==> config.mk <==
export PLATFORM = sky130hd
export DESIGN_NAME = cs_load_sequencer
export DESIGN_NICKNAME = d
export VERILOG_FILES = /design/src/rtl/cs_load_sequencer.sv
export SDC_FILE = /design/constraint.sdc
export NUM_CORES = 1
export LEC_CHECK = 0
export ABC_AREA = 0
export BUFFER_PORTS_ARGS = -buffer_cell sky130_fd_sc_hd__clkbuf_2
export CORE_AREA = 3 3 128 130
export CTS_CLUSTER_DIAMETER = 100
export DETAILED_ROUTE_END_ITERATION = 8
export DIE_AREA = 0 0 131 133
export GPL_ROUTABILITY_DRIVEN = 0
export PLACE_DENSITY_LB_ADDON = 0.12
export REMOVE_ABC_BUFFERS = 1
export SETUP_SLACK_MARGIN = 0.4
export SYNTH_ARGS = -nofsm -noshare
export SYNTH_HDL_FRONTEND = slang
export SYNTH_SLANG_ARGS = --single-unit
==> constraint.sdc <==
create_clock -name CLK -period 4.3 [get_ports CLK]
set_input_delay 0.215 -clock CLK [delete_from_list [all_inputs] [get_ports CLK]]
set_output_delay 0.215 -clock CLK [all_outputs]
set_load 0.03 [all_outputs]
==> src/rtl/cs_load_sequencer.sv <==
// rtl/cs_load_sequencer.sv - control-store loader: fetches 16-bit words, packs 4 per 64-bit word, writes them
module cs_load_sequencer #(
    parameter int LMA_W  = 13,
    parameter int WR_REC = 1
) (
    input  logic             CLK,
    input  logic             RESET,
    input  logic             START,
    output logic             MREQ,
    output logic [LMA_W-1:0] MADDR,
    input  logic             MACK,
    input  logic [15:0]      MDATA,
    output logic             CSWE,
    output logic [LMA_W-3:0] CSADDR,
    output logic [63:0]      CSDATA,
    output logic             LCS_n,
    output logic             BUSY,
    output logic             DONE
);

    localparam logic [2:0] S_IDLE  = 3'd0;
    localparam logic [2:0] S_REQ   = 3'd1;
    localparam logic [2:0] S_WRITE = 3'd2;
    localparam logic [2:0] S_RECOV = 3'd3;
    localparam logic [2:0] S_FIN   = 3'd4;

    localparam logic [1:0] REC_LAST = (WR_REC > 0) ? 2'(WR_REC - 1) : 2'd0;

    logic [2:0]       r_state;
    logic [LMA_W-1:0] r_lma;
    logic [63:0]      r_asm;
    logic [LMA_W-3:0] r_csaddr;
    logic [1:0]       r_rec;
    logic [2:0]       w_post;

    // The LMA wrapping back to zero is the only end-of-load condition.
    assign w_post = (r_lma == '0) ? S_FIN : S_REQ;

    always_ff @(posedge CLK or posedge RESET) begin
        if (RESET) begin
            r_state  <= S_IDLE;
            r_lma    <= '0;
            r_asm    <= '0;
            r_csaddr <= '0;
            r_rec    <= '0;
        end else begin
            case (r_state)
                S_IDLE: begin
                    r_lma <= '0;
                    if (START) r_state <= S_REQ;
                end
                S_REQ: begin
                    if (MACK) begin
                        case (r_lma[1:0])
                            2'd0:    r_asm[63:48] <= MDATA;
                            2'd1:    r_asm[47:32] <= MDATA;
                            2'd2:    r_asm[31:16] <= MDATA;
                            default: r_asm[15:0]  <= MDATA;
                        endcase
                        r_lma <= r_lma + 1'b1;
                        if (r_lma[1:0] == 2'd3) begin
                            r_state  <= S_WRITE;
                            r_csaddr <= r_lma[LMA_W-1:2];
                        end
                    end
                end
                S_WRITE: begin
                    if (WR_REC > 0) begin
                        r_state <= S_RECOV;
                        r_rec   <= REC_LAST;
                    end else begin
                        r_state <= w_post;
                    end
                end
                S_RECOV: begin
                    if (r_rec == 2'd0) r_state <= w_post;
                    else               r_rec   <= r_rec - 1'b1;
                end
                S_FIN:   r_state <= S_IDLE;
                default: r_state <= S_IDLE;
            endcase
        end
    end

    assign MREQ   = (r_state == S_REQ);
    assign MADDR  = r_lma;
    assign CSWE   = (r_state == S_WRITE);
    assign CSADDR = r_csaddr;
    assign CSDATA = r_asm;
    assign LCS_n  = !((r_state == S_REQ) || (r_state == S_WRITE) || (r_state == S_RECOV));
    assign BUSY   = (r_state != S_IDLE);
    assign DONE   = (r_state == S_FIN);

endmodule

==> impl_metrics.json, run 1 <==
{
  "port_buffers": 112,
  "post_cts_buffers": 0,
  "status": "complete, no violations",
  "initial_core_util_pct": 25.2,
  "drt-vias-per-instance": 4.33,
  "cts_sinks": 93,
  "post-route-period-util_pct": 47.3,
  "die_h_um": 133,
  "power.total_mw": 4.15,
  "fin_crit_ns": 2.03,
  "worstPathRequired_ns": 4.54,
  "grt_usage_pct": 11.9,
  "dr.first_iter.drc_count": 66,
  "worst_pin_slew_ns": 0.920,
  "nNetsFinal": 419,
  "grt_overflow": 0,
  "report.final.slew_viol_count": 0,
  "dp_hpwl_mm": 6.85,
  "p_per_area_nw_per_um2": 839,
  "finalHoldViolCount": 0,
  "yosysSeqAreaShare_pct": 60.5,
  "grt_max_degree": 54,
  "core_area_um2": 15300,
  "drcViolationCount": 0,
  "wl_per_cell_um": 16.2,
  "dr.pass1.iters": 4,
  "cts_buffers": 9,
  "crit_arrival_ns": 2.27,
  "vias": 2638,
  "syn_inst": 279,
  "synth_cell_types": 33,
  "slew_headroom_pct": 38.7,
  "cp_max_fo": 16,
  "ant_nets": 0,
  "p_leak_nw": 2.35,
  "rsz0062_at_grt": "false",
  "clk_pin_slew_ns": 0.07,
  "ys_async_sr_fraction_pct": 100,
  "crit_type": "reg -> reg",
  "cts_hold_buf": 0,
  "syn-cell-area_um2": 3840,
  "cts_tree": "done",
  "dieWidth_um": 131,
  "clock_latency_ns": 0.35,
  "cp-startpoint": "r_state[0]",
  "max_cap_violations": 0,
  "grt_pass1_vias": 2732,
  "worst_setup_path_end_kind": "register",
  "area_delta_synth_final_pct": 28.5,
  "r2r_end": "CSDATA[38]",
  "hold_path.class": "in -> async",
  "reg2reg_depth": 4,
  "layout-drive-gt1-share_pct": 52.8,
  "h-tree-depth": 3,
  "cts-resized-gates": 0,
  "wirelength_mm": 9.87,
  "grt_pass1_wl_mm": 15.6,
  "fin_skew_ns": 0.00859,
  "yosys_most_used_dff": "dfrtp_1",
  "clockBufferDepth": 2,
  "ys_ff_latch": 93,
  "start_kind": "register",
  "fmax_mhz": 492,
  "setup_violations": 0,
  "r2r_slack_ns": 2.27,
  "peakVddDrop_mv": 0.365,
  "holdWs_ns": 0.00779,
  "reg2reg_from": "r_state[0]",
  "diodes": 0,
  "synth_enable_flop_cells": 0,
  "avgSynthCellArea_um2": 13.8,
  "antenna_found_initial": 0,
  "ioPinCount": 113,
  "ys_warn_count": 0,
  "die_area_um2": 17400,
  "row_count": 45,
  "crit_end": "CSDATA[38]",
  "root_buffer": "clkbuf_16",
  "fin_setup_tns_ns": 0
}
## layout by cell type (no fill, tap or decap), types with 4 or more instances in the layout
cell	n
a21oi_1	7
clkbuf_16	9
clkbuf_2	112
dfrtp_1	93
ha_1	6
inv_1	7
mux2_2	75
nand2_1	11
nand2_2	4
nand3_1	6
nor2_1	8
nor3_1	5
nor4_1	5
o21ai_0	9
or3_1	5
xnor2_1	6
## sequential cells by signal, indices dropped and copies added (netlist names)
name,flops
CSDATA,64
CSADDR,11
r_state,3
MADDR,13
r_rec,2
## worst min path at each step
stage | start | endpoint | slack [ns] | depth (start not counted)
2_1_floorplan | MDATA[0] | CSDATA[0] | 0.37 | 1
3_3_place_gp | RESET | CSDATA[28] | 0.42 | 2
3_5_place_dp | RESET | CSDATA[44] | 0.43 | 2
4_1_cts | RESET | CSDATA[51] | 0.05 | 2
5_1_grt | RESET | CSDATA[44] | 0.09 | 2
6_report | RESET | CSDATA[44] | 0.008 | 2
## critical path, cell delays in order, from the launching register on
cell and delay, ns:
dfrtp_1 0.48, nor3b_1 0.26, and2_1 0.36, nand2_2 0.41, mux2_2 0.41
## cell families (layout without fill, tap and decap cells)
| kind of cell | count (synthesis) | after routing | share of synthesized area [%] |
|---|---|---|---|
| AO/OA/AOI/OAI | 20 | 20 | 2.86 |
| buffers and inverters | 19 | 138 | 2.60 |
| flip-flops | 93 | 93 | 60.5 |
| multiplexers | 75 | 75 | 22.0 |
| AND/OR/NAND/NOR | 60 | 60 | 8.69 |
| adder cells (fa/ha/maj) | 6 | 6 | 1.95 |
| XOR/XNOR | 6 | 6 | 1.37 |
## per-stage QoR
step | std cells | setup slack, ns | util [%] | cell area (µm²)
after floorplan | 268 | 1.66 | - | 3770
after global placement | 593 | 2.28 | 30.2 | 4610
after detailed placement | 593 | 2.23 | 30.2 | 4610
after CTS | 609 | 2.22 | 32.4 | 4940
after global routing | 609 | 2.10 | 32.4 | 4940
final | 609 | 2.27 | 32.4 | 4940
## where the power goes
group          total (mW)  internal [mW]  switching [mW]
combinational        1.81          0.620            1.19
sequential           1.46           1.24           0.222
clock               0.876          0.528           0.348
total                4.15           2.38            1.76
## layer usage
metal,vias to the layer above,track usage [%],routed length (µm)
met2,54,18.9,4930
met1,1360,15.1,4330
met3,14,2.66,402
met5,-,0,0
met4,0,5.83,211
li1,1210,-,-
## final cells by class
cell class | count | area (µm²)
Clock buffer | 11 | 243
Clock inverter | 5 | 82.6
Fill cell | 1555 | 10300
Inverter | 8 | 31.3
Multi-Input combinational cell | 167 | 1420
Sequential cell | 93 | 2330
Tap cell | 211 | 264
Timing Repair Buffer | 114 | 576
## synthesized netlist by cell type (4+ instances only)
cell / n / area share (%)
or3_1: 5 / 0.81
dfrtp_1: 93 / 61
nand3_1: 6 / 0.78
nor3_1: 5 / 0.65
nand2_2: 4 / 0.65
o21ai_0: 9 / 1.2
xnor2_1: 6 / 1.4
mux2_2: 75 / 22
inv_1: 8 / 0.78
ha_1: 6 / 2.0
nor2_1: 8 / 0.78
nand2_1: 11 / 1.1
nor4_1: 5 / 0.81
buf_2: 5 / 0.65
a21oi_1: 7 / 0.91
No activity file was read; power rests on OpenSTA's default activity.
==> inputs of run 2 (changes only) <==
==> constraint.sdc (replaced) <==
create_clock -name CLK -period 2 [get_ports CLK]
set_input_delay 0.1 -clock CLK [delete_from_list [all_inputs] [get_ports CLK]]
set_output_delay 0.1 -clock CLK [all_outputs]
set_load 0.03 [all_outputs]
==> run 2 against run 1 <==
Against the previous run: clock power increased by 110%; via count up 3.8%; non-clock buffer count increased by 26; clock skew down 0.00061 ns; fmax rose by 24%; wire length up 2.4%; power rose by 130%; cell area up 9.3%; first-iteration DRC count increased by 55%; largest cell class unchanged; core utilization is 3.0 points higher; sequential share of layout area fell by 3.9 points; hold slack better by 0.021 ns.
==> impl_metrics.json, run 2 (synthesis results as in run 1) <==
{
  "status": "complete, no violations",
  "fin_crit_ns": 1.64,
  "nNetsFinal": 445,
  "reg2reg_depth": 4,
  "worstPathRequired_ns": 2.28,
  "largest_reg_flops": 64,
  "switchingPower_mw": 3.93,
  "grt_usage_pct": 12.0,
  "setup_slack_ns": 0.357,
  "p_leak_nw": 2.58,
  "antenna_found_initial": 0,
  "crit_arrival_ns": 1.92,
  "worstHoldPathCells": 2,
  "clockPowerShare_pct": 20.0,
  "dieWidth_um": 131,
  "clk_pin_slew_ns": 0.07,
  "comb_power_share_pct": 46.7,
  "detailed_place.area_um2": 4770,
  "crit_type": "reg -> reg",
  "drt-vias-per-instance": 4.31,
  "port_buffers": 112,
  "finalHoldViolCount": 0,
  "dp_hpwl_mm": 6.72,
  "p_seq_share_pct": 33.3,
  "design_area_um2": 5400,
  "worst_pin_slew_ns": 0.506,
  "vias": 2739,
  "post-route-period-util_pct": 82.1,
  "report.final.slew_viol_count": 0,
  "start_kind": "register",
  "final_common_cell": "clkbuf_2",
  "cts_tree": "done",
  "fmax_mhz": 609,
  "dp_worst_setup_slack_ns": 0.146,
  "slew_headroom_pct": 66.3,
  "cts_sinks": 93,
  "row_count": 45,
  "clock_latency_ns": 0.35,
  "p_sw_share_pct": 42.1,
  "grt_overflow": 0,
  "die_area_um2": 17400,
  "grt_pass1_vias": 2900,
  "core_area_um2": 15300,
  "drcViolationCount": 0,
  "ant_nets": 0,
  "setup_violations": 0,
  "peakVddDrop_mv": 0.690,
  "grt_max_degree": 94,
  "layout-drive-gt1-share_pct": 61.1,
  "fin_skew_ns": 0.00798,
  "area_delta_synth_final_pct": 40.5,
  "p_int_mw": 5.41,
  "final_cells": 635,
  "final_cell_mix": "clkbuf_2, dfrtp_1, mux2_2",
  "ioPinCount": 113,
  "diodes": 0,
  "wl_per_cell_um": 15.9,
  "die_h_um": 133,
  "p_per_area_nw_per_um2": 1730,
  "dr.first_iter.drc_count": 102,
  "initial_core_util_pct": 25.2,
  "cp_max_fo": 4,
  "cts_buffers": 9,
  "hold_path.class": "in -> reg",
  "rsz0062_at_grt": "true",
  "root_buffer": "clkbuf_16",
  "worst_setup_path_end_kind": "register",
  "clockBufferDepth": 2,
  "power.total_mw": 9.34,
  "dr.pass1.iters": 4,
  "grt_pass1_wl_mm": 16.0,
  "max_cap_violations": 0,
  "post-place-cells": 605,
  "h-tree-depth": 3,
  "fin_setup_tns_ns": 0,
  "wirelength_mm": 10.1
}
-- run 2: path summary, 6_finish.rpt --
path,startpoint,endpoint,slack [ns]
max,r_state[1],MADDR[9],0.36
min,MDATA[4],CSDATA[20],0.03
max reg2reg,r_state[1],MADDR[9],0.36
min reg2reg,r_rec[1],r_rec[1],0.50
max in group asynchronous,RESET,r_state[1],1.20
min in group asynchronous,RESET,CSADDR[9],0.40
-- run 2: what timing repair did --
item / 4_1_cts / 5_1_grt
setup endpoints to repair: 85 / 83
cloned: 0 / 2
pin swaps: 12 / 11
hold buffers: 1 / 0
endpoints found under the hold margin: 93 / 0
setup buffers: 8 / 3
gates resized for setup: 18 / 27
-- run 2: area by class of cell --
| class | instances | area (µm²) |
|---|---|---|
| Fill cell | 1523 | 9860 |
| Sequential cell | 93 | 2330 |
| Multi-Input combinational cell | 167 | 1560 |
| Timing Repair Buffer | 140 | 891 |
| Tap cell | 211 | 264 |
| Clock buffer | 9 | 225 |
| Clock inverter | 7 | 96.3 |
| Inverter | 8 | 31.3 |
-- run 2: power by group through the flow --
stage | Combinational [mW] | Sequential (mW) | Clock, mW
4_1_cts | 4.29 | 3.10 | 1.95
3_3_place_gp | 4.12 | 3.12 | 0
5_1_grt | 4.65 | 3.22 | 2.02
6_report | 4.36 | 3.11 | 1.87
3_5_place_dp | 4.16 | 3.14 | 0
2_1_floorplan | 1.22 | 4.62 | 0
-- run 2: metal layers --
metal	track usage [%]	wire [µm]	vias to the layer above
met5	0	0	-
met4	5.83	212	0
met3	2.50	395	14
met2	18.6	5000	64
met1	15.9	4500	1396
li1	-	-	1265
-- run 2: critical path, cell delays in order (launching register included) --
cell     delay (ns)
dfrtp_2        0.44
or2_4          0.29
or3_4          0.39
or3_4          0.34
a21oi_2        0.12
-- run 2: metrics by stage --
step	util, %	hold WS [ns]
2_1_floorplan	-	0.251
3_3_place_gp	31.2	0.247
3_5_place_dp	31.2	0.255
4_1_cts	34.3	0.0122
5_1_grt	35.4	0.0222
6_report	35.4	0.0288
==> inputs of run 3 (changes only) <==
==> constraint.sdc (replaced) <==
create_clock -name CLK -period 1.7 [get_ports CLK]
set_input_delay 0.085 -clock CLK [delete_from_list [all_inputs] [get_ports CLK]]
set_output_delay 0.085 -clock CLK [all_outputs]
set_load 0.03 [all_outputs]
==> run 3 against run 2 <==
Against the previous run: clock skew shrank 0.0017 ns; critical path type unchanged; sequential share of layout area shrank 5.4 points; clock power grew 5%; cell area grew 14%; largest cell class unchanged; cell count grew 7.2%; worst setup slack lost 0.31 ns; register-to-register slack lost 0.31 ns; non-clock buffer count grew 46.
==> impl_metrics.json, run 3 (synthesis results as in run 1) <==
{
  "status": "complete, no violations",
  "cpPeakStageDelay_ns": 0.42,
  "max_cap_violations": 0,
  "cts_tree": "done",
  "grt_pass1_vias": 3060,
  "crit_arrival_ns": 1.89,
  "clk_pin_slew_ns": 0.07,
  "crit_type": "reg -> reg",
  "drt-vias-per-instance": 4.33,
  "worstPathCellList": "nor3b_2, and2_4, buf_12, nand2_8, clkbuf_16, mux2_2",
  "gr-usage-met2_pct": 21.0,
  "slew_headroom_pct": 64.3,
  "fin_skew_ns": 0.00626,
  "grt_overflow": 0,
  "worstPathRequired_ns": 1.93,
  "largest_reg_flops": 64,
  "slowest_stage": "dfrtp_1",
  "h-tree-depth": 3,
  "reg2reg_depth": 6,
  "worst_setup_path_end_kind": "register",
  "busiest_layer": "met2",
  "cts_buffers": 9,
  "grt_usage_pct": 13.2,
  "layout-drive-gt1-share_pct": 68.9,
  "nNetsFinal": 491,
  "initial_core_util_pct": 25.2,
  "grt_use_met3_pct": 2.38,
  "vias": 2948,
  "crit_buf_inv": 2,
  "setup_violations": 0,
  "port_buffers": 112,
  "dieWidth_um": 131,
  "fmax_mhz": 604,
  "fin_setup_tns_ns": 0,
  "start_kind": "register",
  "ioPinCount": 113,
  "final_common_cell": "clkbuf_2",
  "cp_max_fo": 6,
  "detailed_place.area_um2": 4960,
  "area_delta_synth_final_pct": 60.5,
  "dp_hpwl_mm": 7.07,
  "ant_nets": 0,
  "final_cell_mix": "clkbuf_2, dfrtp_1, mux2_2",
  "design_area_um2": 6170,
  "drcViolationCount": 0,
  "fin_crit_ns": 1.66,
  "peakVddDrop_mv": 0.803,
  "critical-path-top-delay-family": "simple AND/OR/NAND/NOR gates",
  "hold_path.class": "in -> reg",
  "finalHoldViolCount": 0,
  "core_area_um2": 15300,
  "worst_pin_slew_ns": 0.534,
  "wirelength_mm": 11.2,
  "p_leak_nw": 2.88,
  "path_depth": 6,
  "clockBufferDepth": 2,
  "wl_per_cell_um": 16.4,
  "diodes": 0,
  "cts_sinks": 93,
  "antenna_found_initial": 0,
  "grt_pass1_wl_mm": 17.4,
  "dr.pass1.iters": 4,
  "worstHoldPathCells": 2,
  "die_h_um": 133,
  "post-route-period-util_pct": 97.4,
  "power.total_mw": 11.8,
  "row_count": 45,
  "clock_latency_ns": 0.35,
  "p_per_area_nw_per_um2": 1920,
  "grt_max_degree": 43,
  "use_met1_pct": 17.1,
  "holdWs_ns": 0.00933,
  "die_area_um2": 17400,
  "report.final.slew_viol_count": 0,
  "root_buffer": "clkbuf_16",
  "dr.first_iter.drc_count": 73,
  "rsz0062_at_grt": "true"
}
## run 3: cell count changes in the layout (fill, tap and decap cells not counted), sizes merged
cell / before / now
buf: 26 / 77
bufinv: 2 / 0
clkbuf: 122 / 119
clkinv: 4 / 2
clkinvlp: 0 / 1
dlygate4sd3: 1 / 2
## run 3: path summary, 6_finish.rpt
path	start	end	slack, ns
min in group asynchronous	RESET	CSDATA[1]	0.29
min	MDATA[5]	CSDATA[53]	0.009
max in group asynchronous	RESET	CSDATA[41]	0.81
max reg2reg	r_state[1]	CSDATA[29]	0.04
max	r_state[1]	CSDATA[29]	0.04
min reg2reg	CSDATA[22]	CSDATA[22]	0.50
## run 3: metal layers
layer / wire length, µm / share of wire (%) / vias up
met3: 389 / 3.5 / 15
met2: 5680 / 51 / 59
li1: - / - / 1363
met4: 229 / 2.0 / 0
met1: 4890 / 44 / 1511
met5: 0 / 0 / -
## run 3: repair_timing
action / in CTS / in global routing
resized for setup: 84 / 52
hold buffers: 2 / 0
cloned: 4 / 1
pin swaps: 29 / 18
hold endpoints to repair: 26 / 0
setup endpoints to repair: 94 / 100
setup buffers: 21 / 9
## run 3: power by group
part | switching, mW | internal (mW)
Combinational | 3.53 | 2.67
Sequential | 0.534 | 3.14
Clock | 0.880 | 1.08
## run 3: layout make-up
class	instances	area, µm²
clock buffers	12	256
clock inverters	4	30.0
fillers	1473	9090
inverters	8	38.8
multi-input cells	167	1750
flip-flops and latches	93	2330
well taps	211	264
repair buffers	186	1500
## run 3: metrics by stage
step	setup WS [ns]	utilization, %	cells
2_1_floorplan	-0.805	-	268
3_3_place_gp	-0.0129	32.5	628
3_5_place_dp	0.00116	32.5	628
4_1_cts	0.0863	38.7	671
5_1_grt	0.00609	40.4	681
6_report	0.0447	40.4	681
